--- config.mk ---
export PLATFORM = sky130hd
export DESIGN_NAME = mem_arbiter
export DESIGN_NICKNAME = d
export VERILOG_FILES = /design/src/rtl/mem_arbiter.sv
export SDC_FILE = /design/constraint.sdc
export NUM_CORES = 1
export LEC_CHECK = 0
export CAP_MARGIN = 30
export CORE_UTILIZATION = 25
export CTS_BUF_LIST = sky130_fd_sc_hd__clkbuf_2
export DETAILED_ROUTE_END_ITERATION = 12
export PLACE_DENSITY = 0.63
export SLEW_MARGIN = 5
export SYNTH_ARGS = -nofsm -noshare
export SYNTH_HDL_FRONTEND = slang
export SYNTH_SLANG_ARGS = --single-unit
--- constraint.sdc ---
create_clock -name clk -period 2.55 [get_ports clk]
set_clock_uncertainty 0.1 [all_clocks]
set_input_delay 0.6375 -clock clk [delete_from_list [all_inputs] [get_ports clk]]
set_output_delay 0.6375 -clock clk [all_outputs]
set_load 0.05 [all_outputs]
--- src/rtl/mem_arbiter.sv ---
`default_nettype none
// ============================================================================
//  Module   : mem_arbiter
//  Brief    : Shares one single-port fixed-latency memory between the fetch
//             port and the load/store port (data priority, starvation guard).
//  Revision : 1.0
// ============================================================================
module mem_arbiter #(
    parameter int ADDR_W     = 32,
    parameter int DATA_W     = 32,
    parameter int MEM_LAT    = 2,
    parameter int STARVE_MAX = 4
) (
    input  logic              clk,
    input  logic              rst,
    input  logic              if_req,
    input  logic [ADDR_W-1:0] if_addr,
    output logic              if_gnt,
    output logic              if_rvalid,
    output logic [DATA_W-1:0] if_rdata,
    input  logic              dm_req,
    input  logic              dm_we,
    input  logic [ADDR_W-1:0] dm_addr,
    input  logic [DATA_W-1:0] dm_wdata,
    output logic              dm_gnt,
    output logic              dm_rvalid,
    output logic [DATA_W-1:0] dm_rdata,
    output logic              mem_en,
    output logic              mem_we,
    output logic [ADDR_W-1:0] mem_addr,
    output logic [DATA_W-1:0] mem_wdata,
    input  logic [DATA_W-1:0] mem_rdata,
    output logic              stall_f,
    output logic              stall_m,
    output logic              busy
);

    localparam int c_starve_w = $clog2(STARVE_MAX + 1);
    localparam int c_lat_w    = (MEM_LAT > 1) ? $clog2(MEM_LAT) : 1;
    localparam logic [c_starve_w-1:0] c_starve_max = c_starve_w'(STARVE_MAX);
    localparam logic [c_lat_w-1:0]    c_wait_load  = c_lat_w'((MEM_LAT > 1) ? MEM_LAT - 2 : 0);

    typedef enum logic [1:0] {
        ST_IDLE  = 2'd0,
        ST_ISSUE = 2'd1,
        ST_WAIT  = 2'd2,
        ST_RESP  = 2'd3
    } state_t;

    state_t                  r_state;
    state_t                  w_state_nxt;
    logic [c_starve_w-1:0]   r_starve_cnt;
    logic [c_starve_w-1:0]   w_starve_nxt;
    logic [c_lat_w-1:0]      r_lat_cnt;
    logic [c_lat_w-1:0]      w_lat_nxt;
    logic                    r_owner_dm;
    logic                    r_mem_en;
    logic                    r_mem_we;
    logic [ADDR_W-1:0]       r_mem_addr;
    logic [DATA_W-1:0]       r_mem_wdata;
    logic                    w_resp;
    logic                    w_arb;
    logic                    w_if_win;
    logic                    w_dm_win;

    always_comb begin
        w_resp       = (r_state == ST_RESP);
        w_arb        = ((r_state == ST_IDLE) || w_resp) && (if_req || dm_req);
        // Fetch wins when alone, or when it has lost STARVE_MAX times in a row
        w_if_win     = w_arb && if_req && (!dm_req || (r_starve_cnt == c_starve_max));
        w_dm_win     = w_arb && !w_if_win;
        w_state_nxt  = r_state;
        w_lat_nxt    = r_lat_cnt;
        w_starve_nxt = r_starve_cnt;

        case (r_state)
            ST_IDLE, ST_RESP: begin
                w_state_nxt = w_arb ? ST_ISSUE : ST_IDLE;
            end
            ST_ISSUE: begin
                if (MEM_LAT == 1) begin
                    w_state_nxt = ST_RESP;
                end else begin
                    w_state_nxt = ST_WAIT;
                    w_lat_nxt   = c_wait_load;
                end
            end
            ST_WAIT: begin
                if (r_lat_cnt == '0) begin
                    w_state_nxt = ST_RESP;
                end else begin
                    w_lat_nxt = r_lat_cnt - 1'b1;
                end
            end
            default: begin
                w_state_nxt = ST_IDLE;
            end
        endcase

        if (w_arb) begin
            if (w_dm_win && if_req) begin
                w_starve_nxt = (r_starve_cnt == c_starve_max) ? r_starve_cnt
                                                              : r_starve_cnt + 1'b1;
            end else begin
                w_starve_nxt = '0;
            end
        end
    end

    always_ff @(posedge clk or negedge rst) begin
        if (!rst) begin
            r_state      <= ST_IDLE;
            r_starve_cnt <= '0;
            r_lat_cnt    <= '0;
            r_owner_dm   <= 1'b0;
            r_mem_en     <= 1'b0;
            r_mem_we     <= 1'b0;
            r_mem_addr   <= '0;
            r_mem_wdata  <= '0;
        end else begin
            r_state      <= w_state_nxt;
            r_starve_cnt <= w_starve_nxt;
            r_lat_cnt    <= w_lat_nxt;
            r_mem_en     <= w_arb;
            if (w_arb) begin
                r_owner_dm  <= w_dm_win;
                r_mem_addr  <= w_dm_win ? dm_addr : if_addr;
                r_mem_we    <= w_dm_win & dm_we;
                r_mem_wdata <= w_dm_win ? dm_wdata : '0;
            end
        end
    end

    // Combinational outputs are gated so they read 0 for as long as rst is low
    always_comb begin
        if_gnt    = rst & w_if_win;
        dm_gnt    = rst & w_dm_win;
        if_rvalid = rst & w_resp & ~r_owner_dm;
        dm_rvalid = rst & w_resp & r_owner_dm;
        if_rdata  = if_rvalid ? mem_rdata : '0;
        dm_rdata  = dm_rvalid ? mem_rdata : '0;
        stall_f   = rst & if_req & ~if_gnt & ~if_rvalid;
        stall_m   = rst & dm_req & ~dm_gnt & ~dm_rvalid;
        busy      = rst & (r_state != ST_IDLE);
        mem_en    = r_mem_en;
        mem_we    = r_mem_we;
        mem_addr  = r_mem_addr;
        mem_wdata = r_mem_wdata;
    end

endmodule
`default_nettype wire

; ---- Word-level counts from Yosys, hierarchy flattened
; Index checks and enable logic that the tools add are counted.
[word_totals]
regBits = 73
out_inout_bits = 137
wordCells = 60
[op_classes]
n_eq_ne = 6
n_addsub = 2
muxes = 11
bitwise_logic = 18
n_reduce_logical = 15
[op_table]
columns = operator, count
row1 = two-way mux 32 bit, 4
row2 = AND 1 bit, 13
row3 = two-way mux 3 bit, 2
row4 = one-hot mux 2 bit (3 select lines), 1
row5 = logical AND 1 bit, 5
row6 = inverter 1 bit, 5
row7 = == test 2 bit (second input constant), 2
row8 = != test 2 bit (second input constant), 2
row9 = nonzero test 2 bit, 2
row10 = adder 3 x 1 -> 3 bit (second input constant), 1
row11 = == test 3 bit (second input constant), 1
row12 = logical OR 1 bit, 3
row13 = == test 2 x 1 -> 1 bit (second input constant), 1
row14 = zero test 1 bit, 2
row15 = zero test 2 bit, 1
row16 = two-way mux 1 bit, 2
row17 = two-way mux 2 bit, 1
row18 = one-hot mux 1 bit (2 select lines), 1
row19 = AND reduction 2 bit, 1
row20 = OR reduction 2 bit, 1
row21 = subtractor 1 bit (second input constant), 1

; ---- Depth between registers and ports, before layout
; Gate-level depths: netlist of run 1.
[logic_depth]
depth_word = 11
depth_mapped = 8
ltp_nobuf = 6

; ---- Least setup slack after synthesis of run 1
; Ideal clock, no wire load.
[synth_path]
kind = input -> output
startpoint = in rst
endpoint = out stall_m
required_time_ns = 1.812
stages = 4
arrival_ns = 2.447
slack_ns = -0.634
path_buffers = 2
path_cell_list = and3_1 -> clkbuf_1 -> clkbuf_1 -> nor3_1
[synth_between]
elab_chain_cells = 4
word_cells_on_any_way = 8
classes_between = bitwise: 8
[synth_rtl]
columns = element, line_no
row1 = from (decl), 15  ; input logic rst,
row2 = AND 1 bit (2 in series), 139  ; dm_rvalid = rst & w_resp & r_owner_dm;
row3 = named net dm_rvalid, 26  ; output logic dm_rvalid,
row4 = inverter 1 bit, 143  ; stall_m = rst & dm_req & ~dm_gnt & ~dm_rvalid;
row5 = AND 1 bit, 143
row6 = to (decl), 34  ; output logic stall_m,
; The timed path passes the listed nets, and every way through them passes these cells.

; ---- Final worst setup path of run 1
[layout_path]
startpoint = reg r_state[0]
endpoint = out dm_rdata[21]
[layout_between]
elab_chain_cells = 4
[layout_rtl]
columns = element, line_no
row1 = from (decl), 50  ; state_t r_state;
row2 = from (signal assigned), 121  ; r_state <= w_state_nxt;
row3 = == test 2 bit, 67  ; w_resp = (r_state == ST_RESP);
row4 = AND 1 bit (2 in series), 139
row5 = two-way mux 32 bit, 141  ; dm_rdata = dm_rvalid ? mem_rdata : '0;
row6 = to (decl), 27  ; output logic [DATA_W-1:0] dm_rdata,
; No other way between the ends.

==> impl_metrics.ini, run 1 <==
[floorplan]
coreArea_um2 = 14700
num_io_pins = 270
dieWidth_um = 125
start_util_pct = 25.8
die_h_um = 125
num_rows = 44
die-area_um2 = 15700

[drt]
wl_per_cell_um = 17.6
drt_iter0_drc = 121
routed_wl_um = 14800
routed-via-count = 3919
ant_nets = 0
viasPerCell = 4.67
drc = 23
drtPass1Iterations = 8

[timing]
drv_slew = 0
tightest_slew_ns = 0.557
slew_headroom_pct = 62.8
hold_viol = 0
max_freq_mhz = 374
period_minus_slack_ns = 2.68
setup_viol = 70
rsz0062_at_grt = yes
fin_crit_sh_pct = 105
whs_ns = 0.117
setup_ws_ns = -0.126

[critical_path]
max_stage_delay_ns = 0.42
start_kind = flip-flop
crit_slowest_cell = dfrtp_1
end_kind = output port
crit_arrival_ns = 1.94
r2r-start = r_state[0]
cp_max_fo = 8
r2r_cells = 8
crit_chain = buf_6 -> ha_4 -> and3_4 -> clkbuf_16 -> and2_4 -> buf_12
r2r_slack_ns = 0.34
crit_required_ns = 1.81
critical_path_class = flip-flop to output port
worst_r2r_endpoint = mem_addr[26]

[grt]
grt.met1_usage_pct = 20.2
grt_start_max_net_pins = 42
antenna_found_initial = 0
grt.overflow.total = 0
gr-usage-met3_pct = 3.55
use_met2_pct = 34.7
grt-busiest-layer = met2
grt_pass1_vias = 4129
grt_usage_pct = 18.1
grt_pass1_wl_um = 22200

[clock_network]
clock_latency_ns = 0.47
clockBufferDepth = 2
cts_tree = yes
cts_max_level = 3
root_buffer = clkbuf_2
cts_made_buffers = 9
cts_sinks = 72
clk_pin_slew_worst_paths_ns = 0.21

[synthesis]
ys_seq_elements = 72
synth_edf_count = 0
synth_flop_cell = dfrtp_1
syn_nets = 506
syn_area_um2 = 3800
ys_async_sr_fraction_pct = 100
ys_warn_count = 0
synth-seq-area-share_pct = 47.4
avgSynthCellArea_um2 = 10.3
syn_inst = 368
synth_cell_types = 26

[outcome]
violations = DRC, setup timing
outcome = complete, but fails checks

[run]
maxCapViolCount = 0

[final_layout]
diodes = 0
drive_gt1_share_pct = 35.7
final_nets = 790
fin_cells = 840
fin_area_um2 = 8130
area_growth_pct = 114

[pwr]
vdd_ir_drop_max_uv = 763
p_leak_nw = 4.01
power_density_nw_per_um2 = 1130

[place]
place_ws_ns = -0.231
place_congestion = 0.743
dp.cells = 806
place_area_um2 = 7430
hpwl_um = 10500
port_buffers = 269

[min_path]
hold_class = input pin to asynchronous set/reset pin
-- final cells by class --
type | count | area [um^2]
sequential | 72 | 1800
tap | 184 | 230
clock buffer | 9 | 45.0
inverter | 38 | 143
clock inverter | 6 | 37.5
multi-input combinational | 226 | 1950
timing repair buffer | 305 | 3920
fill | 1259 | 6570
-- cells in the final DEF (no fill, tap or decap), types with 3 or more instances in the layout --
| master | count |
|---|---|
| dlygate4sd2_1 | 5 |
| clkbuf_16 | 3 |
| clkdlybuf4s50_1 | 152 |
| nand2_1 | 38 |
| dlymetal6s2s_1 | 40 |
| inv_1 | 37 |
| o211ai_2 | 30 |
| clkinvlp_4 | 3 |
| and2_4 | 66 |
| buf_4 | 22 |
| clkbuf_2 | 9 |
| buf_12 | 74 |
| buf_6 | 5 |
| clkinv_2 | 3 |
| o211ai_1 | 34 |
| dfrtp_1 | 72 |
| a22o_1 | 34 |
-- where the power goes --
part / switching, mW / total (mW) / internal, mW / leakage [nW]
clock network: 0.415 / 0.532 / 0.117 / 0.0496
logic: 4.02 / 6.69 / 2.67 / 3.06
registers: 0.307 / 1.99 / 1.69 / 0.895
-- critical path, delay by kind of cell (launching register included) --
kind	cells	cell delay (ns)
simple gates	2	0.45
buf+inv	3	0.43
flops	1	0.42
fa+ha+maj	1	0.14
-- worst max path at each step --
stage / from / end / slack (ns) / depth (start not counted)
global placement: if_req / if_gnt / -0.18 / 5
global route: r_state[0] / dm_rdata[21] / -0.27 / 6
detailed placement: if_req / if_gnt / -0.23 / 5
CTS: r_state[1] / dm_gnt / -0.22 / 5
finish: r_state[0] / dm_rdata[21] / -0.13 / 6
floorplan: rst / stall_m / -0.10 / 4
-- layer usage --
metal	vias up	share of wire, %	wire, um
met5	-	0	0
met4	0	1.0	148
met3	11	6.7	994
met2	178	55	8110
met1	1900	38	5570
li1	1830	-	-
-- logic make-up (layout without fill, tap and decap cells) --
group	Yosys count	count (layout)	synth area share [%]
AND/OR/NAND/NOR	116	116	16.3
buffers and inverters	70	358	8.23
multiplexers	1	1	0.296
AO/OA/AOI/OAI	104	104	26.1
adder cells (fa/ha/maj)	5	5	1.65
flip-flops	72	72	47.4
-- Yosys cell counts (3+ instances only) --
| cell type | instances | share of area [%] |
|---|---|---|
| inv_1 | 38 | 3.8 |
| dfrtp_1 | 72 | 47 |
| buf_2 | 7 | 0.92 |
| o211ai_2 | 30 | 9.9 |
| a22o_1 | 34 | 7.8 |
| nor2_1 | 3 | 0.30 |
| nand2_1 | 39 | 3.9 |
| ha_1 | 5 | 1.6 |
| buf_4 | 3 | 0.59 |
| and2_1 | 66 | 11 |
| clkbuf_1 | 18 | 1.8 |
| buf_6 | 4 | 1.2 |
| o211ai_1 | 34 | 6.7 |
-- registers in the layout (all words and copies together) (netlist names) --
name          count
mem_addr         32
mem_en            1
mem_wdata        32
mem_we            1
r_owner_dm        1
r_starve_cnt      3
r_state           2
-- what timing repair did --
item,in CTS,in global routing
cloned,4,2
pin swaps,7,33
resized for setup,91,51
endpoints found under the setup margin,72,110
buffers inserted,9,4
hold buffers,2,0
endpoints found under the hold margin,31,0
-- stage by stage --
step | TNS [ns] | util, % | power [mW]
2_1_floorplan | -0.102 | - | 6.01
5_1_grt | -15.67 | 55.3 | 9.67
3_3_place_gp | -0.721 | 50.6 | 8.19
6_report | -5.12 | 55.3 | 9.21
3_5_place_dp | -3.14 | 50.6 | 8.31
4_1_cts | -11.27 | 54.1 | 9.21
No activity file was read; power rests on OpenSTA's default activity.
==> run 2, diff against run 1 <==
PLACE_DENSITY = 0.67   (was 0.63)
==> impl_metrics.ini, run 2 (synthesis gave the netlist of run 1 again) <==
[outcome]
outcome = complete, but fails checks
violations = DRC, setup timing

[pwr]
vdd_ir_drop_max_uv = 677
pwr-share-comb_pct = 70.7
p_seq_share_pct = 21.4
swShare_pct = 50.5
intPower_mw = 4.60
p_leak_nw = 4.17
p_sw_mw = 4.70
total_power_mw = 9.30
clockPowerShare_pct = 8.0
power_density_nw_per_um2 = 1150

[critical_path]
start_kind = input pin
max_stage_delay_ns = 0.59
path_buf_inv = 3
crit_chain = clkdlybuf4s50_1 -> buf_4 -> nand2_1 -> nor3_4 -> buf_12
crit_slowest_cell = clkdlybuf4s50_1
critical-path-top-delay-family = buffers and inverters
cp_max_fo = 3
critical_path_class = input pin to output port
crit_required_ns = 1.81
crit_arrival_ns = 1.89
end_kind = output port

[final_layout]
diodes = 0
final_common_cell = clkdlybuf4s50_1
final_nets = 784
seq_area_um2 = 1800
nFillCells = 1196
drive_gt1_share_pct = 34.3
area_growth_pct = 113
layout_common_cells = 135 x clkdlybuf4s50_1, 74 x buf_12, 72 x dfrtp_1
multi_input_area_um2 = 1920

[clock_network]
root_buffer = clkbuf_2
clock_latency_ns = 0.50
cts_max_level = 3
clockBufferDepth = 2
clk_pin_slew_worst_paths_ns = 0.21
cts_sinks = 72
cts_tree = yes
cts_made_buffers = 9

[drt]
routed-via-count = 3944
drt_iter0_drc = 116
drtPass1Iterations = 8
ant_nets = 0
routed_wl_um = 14300
viasPerCell = 4.72
wl_per_cell_um = 17.1
drc = 23

[grt]
grt.met1_usage_pct = 18.3
gr-usage-met3_pct = 3.94
use_met2_pct = 33.7
grt-busiest-layer = met2
grt.overflow.total = 0
grt_pass1_wl_um = 21600
grt_start_max_net_pins = 41
grt_pass1_vias = 4163
grt_usage_pct = 17.6
antenna_found_initial = 0

[timing]
max_freq_mhz = 381
hold_viol = 0
period_minus_slack_ns = 2.63
drv_slew = 0
setup_ws_ns = -0.0770
slew_headroom_pct = 61.5
setup_tns_ns = -2.07
rsz0062_at_grt = yes
fin_crit_sh_pct = 103
setup_viol = 58
tightest_slew_ns = 0.577

[floorplan]
coreArea_um2 = 14700
die-area_um2 = 15700
dieWidth_um = 125
start_util_pct = 25.8
num_rows = 44
die_h_um = 125
num_io_pins = 270

[place]
port_buffers = 269
hpwl_um = 10600
place_congestion = 0.782

[run]
maxCapViolCount = 0

[min_path]
hold_class = input pin to asynchronous set/reset pin
[run 2: cell type report]
cell class,instances,share of cell area [%]
Tap cell,184,2.84
Inverter,38,1.76
Sequential cell,72,22.3
Clock buffer,10,0.618
Multi-Input combinational cell,226,23.7
Clock inverter,6,1.04
Timing Repair Buffer,299,47.7
[run 2: metal layers]
layer  wire length, um  share of wire [%]
met1              5250                 37
met2              7670                 54
met3               938                6.6
met4               389                2.7
met5                 0                  0
[run 2: what timing repair did]
item,4_1_cts,5_1_grt
setup buffers,3,3
pin swaps,4,36
endpoints found under the hold margin,11,0
cloned,0,4
hold buffers,2,0
endpoints found under the setup margin,75,125
resized for setup,79,65
[run 2: final timing paths]
| check | to | from | cells past startpoint | slack, ns |
|---|---|---|---|---|
| worst max-delay path | stall_f | if_req | 5 | -0.08 |
| max in group asynchronous | r_owner_dm | rst | 3 | 1.42 |
| worst min register to register | mem_addr[2] | mem_addr[2] | 2 | 0.41 |
| min in group clk | mem_addr[2] | mem_addr[2] | 2 | 0.41 |
| worst max register to register | mem_addr[31] | r_state[0] | 7 | 0.47 |
| worst min-delay path | mem_addr[12] | rst | 3 | 0.15 |
[run 2: metrics by stage]
step	area, um^2	cells	hold slack [ns]	util [%]	worst slack, ns
after CTS	7810	828	0.0838	53.1	-0.178
after detailed placement	7440	807	0.370	50.6	-0.131
after global placement	7440	807	0.371	50.6	-0.122
final	8100	835	0.145	55.1	-0.0770
after floorplan	3810	368	0.242	-	-0.102
after global routing	8100	835	0.0822	55.1	-0.230
[run 2: power by group through the flow]
| stage | logic (mW) | registers, mW | clock network (mW) |
|---|---|---|---|
| 6_report | 6.57 | 1.99 | 0.739 |
| 5_1_grt | 6.90 | 2.05 | 0.825 |
| 4_1_cts | 6.53 | 2.00 | 0.768 |
| 3_5_place_dp | 6.35 | 2.01 | 0 |
| 3_3_place_gp | 6.20 | 2.01 | 0 |
| 2_1_floorplan | 2.35 | 3.66 | 0 |
[run 2: worst reg2reg max path, stage by stage (launching register included)]
cell and delay (ns):
dfrtp_1 0.44, inv_2 0.08, ha_4 0.22, nand2b_4 0.15, buf_4 0.25, or2_2 0.36, buf_12 0.19, o211ai_1 0.22
==> run 3, diff against run 2 <==
CORE_UTILIZATION = 36   (was 25)
PLACE_DENSITY = 0.89   (was 0.67)
==> impl_metrics.ini, run 3 (synthesis gave the netlist of run 1 again) <==
[critical_path]
r2r-start = r_state[1]
crit_arrival_ns = 1.99
critical-path-top-delay-family = flip-flops
r2r_cells = 7
crit_required_ns = 1.81
start_kind = flip-flop
worst_r2r_endpoint = mem_addr[31]
cp_max_fo = 16
critical_path_class = flip-flop to output port
end_kind = output port
crit_chain = ha_2 -> nand2_2 -> nor2_4 -> clkbuf_16 -> and2_4 -> buf_12
r2r_slack_ns = 0.41
path_buf_inv = 2
max_stage_delay_ns = 0.46
crit_slowest_cell = dfrtp_1

[place]
dp.cells = 758
port_buffers = 269
place_congestion = 0.867
place_area_um2 = 7370
hpwl_um = 11000
place_ws_ns = -0.147

[clock_network]
cts_max_level = 3
root_buffer = clkbuf_2
cts_sinks = 72
clk_pin_slew_worst_paths_ns = 0.23
clock_latency_ns = 0.52
cts_tree = yes
clockBufferDepth = 2
cts_made_buffers = 9

[grt]
grt_usage_pct = 26.1
grt_pass1_wl_um = 22300
grt_start_max_net_pins = 52
grt.overflow.total = 0
antenna_found_initial = 0
grt_pass1_vias = 4281

[drt]
drt_iter0_drc = 234
viasPerCell = 5.17
drtPass1Iterations = 4
wl_per_cell_um = 20.1
routed-via-count = 4084
ant_nets = 0
routed_wl_um = 15900
drc = 0

[final_layout]
area_growth_pct = 111
final_nets = 788
layout_common_cells = 172 x clkdlybuf4s50_1, 73 x buf_12, 72 x dfrtp_1
fin_area_um2 = 8010
fin_cells = 790
final_common_cell = clkdlybuf4s50_1
drive_gt1_share_pct = 35.5
diodes = 0

[floorplan]
num_rows = 37
start_util_pct = 37.0
die-area_um2 = 11000
coreArea_um2 = 10300
num_io_pins = 270
die_h_um = 105
dieWidth_um = 105

[timing]
tightest_slew_ns = 0.624
fin_crit_sh_pct = 107
drv_slew = 0
max_freq_mhz = 367
setup_viol = 70
setup_ws_ns = -0.177
period_minus_slack_ns = 2.73
hold_viol = 0
rsz0062_at_grt = yes
slew_headroom_pct = 58.4

[pwr]
total_power_mw = 9.52
power_density_nw_per_um2 = 1190
p_sw_mw = 4.84
vdd_ir_drop_max_uv = 892
intPower_mw = 4.68
clockPowerShare_pct = 7.8
p_seq_share_pct = 21.2
swShare_pct = 50.9
pwr-share-comb_pct = 71.1
p_leak_nw = 3.84

[min_path]
hold_class = input pin to asynchronous set/reset pin

[outcome]
outcome = complete, but fails checks
violations = setup timing

[run]
maxCapViolCount = 0
-- run 3: changes by cell type in the layout (fill, tap and decap cells not counted), moves of 5 or more --
cell             before  now
clkdlybuf4s50_1     135  172
dlymetal6s2s_1       55   25
dlygate4sd2_1         7    0
and2_1                5    0
and2_4               61   66
buf_4                20   25
-- run 3: worst register-to-register path: stages, from the launching register on --
cell	delay [ns]
dfrtp_1	0.46
inv_2	0.07
ha_4	0.27
nand2b_4	0.16
buf_4	0.26
or2_2	0.41
buf_12	0.19
o211ai_1	0.17
-- run 3: worst max-delay path by stage --
stage | from | endpoint | slack (ns) | cells after the start
after global placement | dm_req | dm_gnt | -0.15 | 5
after global routing | r_state[1] | if_rdata[6] | -0.26 | 6
final | r_state[1] | if_rdata[6] | -0.18 | 6
after CTS | r_state[1] | dm_gnt | -0.15 | 5
after floorplan | rst | stall_m | -0.10 | 4
after detailed placement | dm_req | dm_gnt | -0.15 | 5
-- run 3: power groups by stage --
| stage | Combinational [mW] | Clock [mW] | Sequential [mW] |
|---|---|---|---|
| floorplan | 2.35 | 0 | 3.66 |
| global placement | 6.16 | 0 | 1.98 |
| detailed placement | 6.34 | 0 | 2.01 |
| CTS | 6.53 | 0.749 | 2.00 |
| global route | 7.04 | 0.803 | 2.06 |
| finish | 6.76 | 0.739 | 2.02 |
-- run 3: timing repair --
| action | in CTS | in global routing |
|---|---|---|
| setup endpoints to repair | 69 | 92 |
| buffers inserted | 5 | 6 |
| hold buffers | 2 | 0 |
| gates resized for setup | 50 | 63 |
| hold endpoints to repair | 21 | 0 |
| cloned | 0 | 4 |
| pin swaps | 3 | 18 |
-- run 3: metal layers --
metal | vias up | GRT usage [%] | routed length (um)
met5 | - | 0 | 0
met2 | 203 | 49.9 | 8790
met4 | 0 | 11.3 | 520
met1 | 2014 | 27.2 | 5570
li1 | 1830 | - | -
met3 | 37 | 5.36 | 972
-- run 3: final cells by class --
type / count / area (um^2)
Tap cell: 136 / 170
Clock inverter: 6 / 85.1
Fill cell: 573 / 2270
Timing Repair Buffer: 303 / 3820
Multi-Input combinational cell: 226 / 1940
Inverter: 38 / 143
Sequential cell: 72 / 1800
Clock buffer: 9 / 45.0
-- run 3: metrics by stage --
step | utilization (%) | hold WS [ns] | TNS (ns)
floorplan | - | 0.242 | -0.102
global placement | 71.7 | 0.371 | -0.215
detailed placement | 71.7 | 0.383 | -0.256
CTS | 74.9 | 0.293 | -7.14
global route | 77.9 | 0.311 | -14.93
finish | 77.9 | 0.297 | -9.18
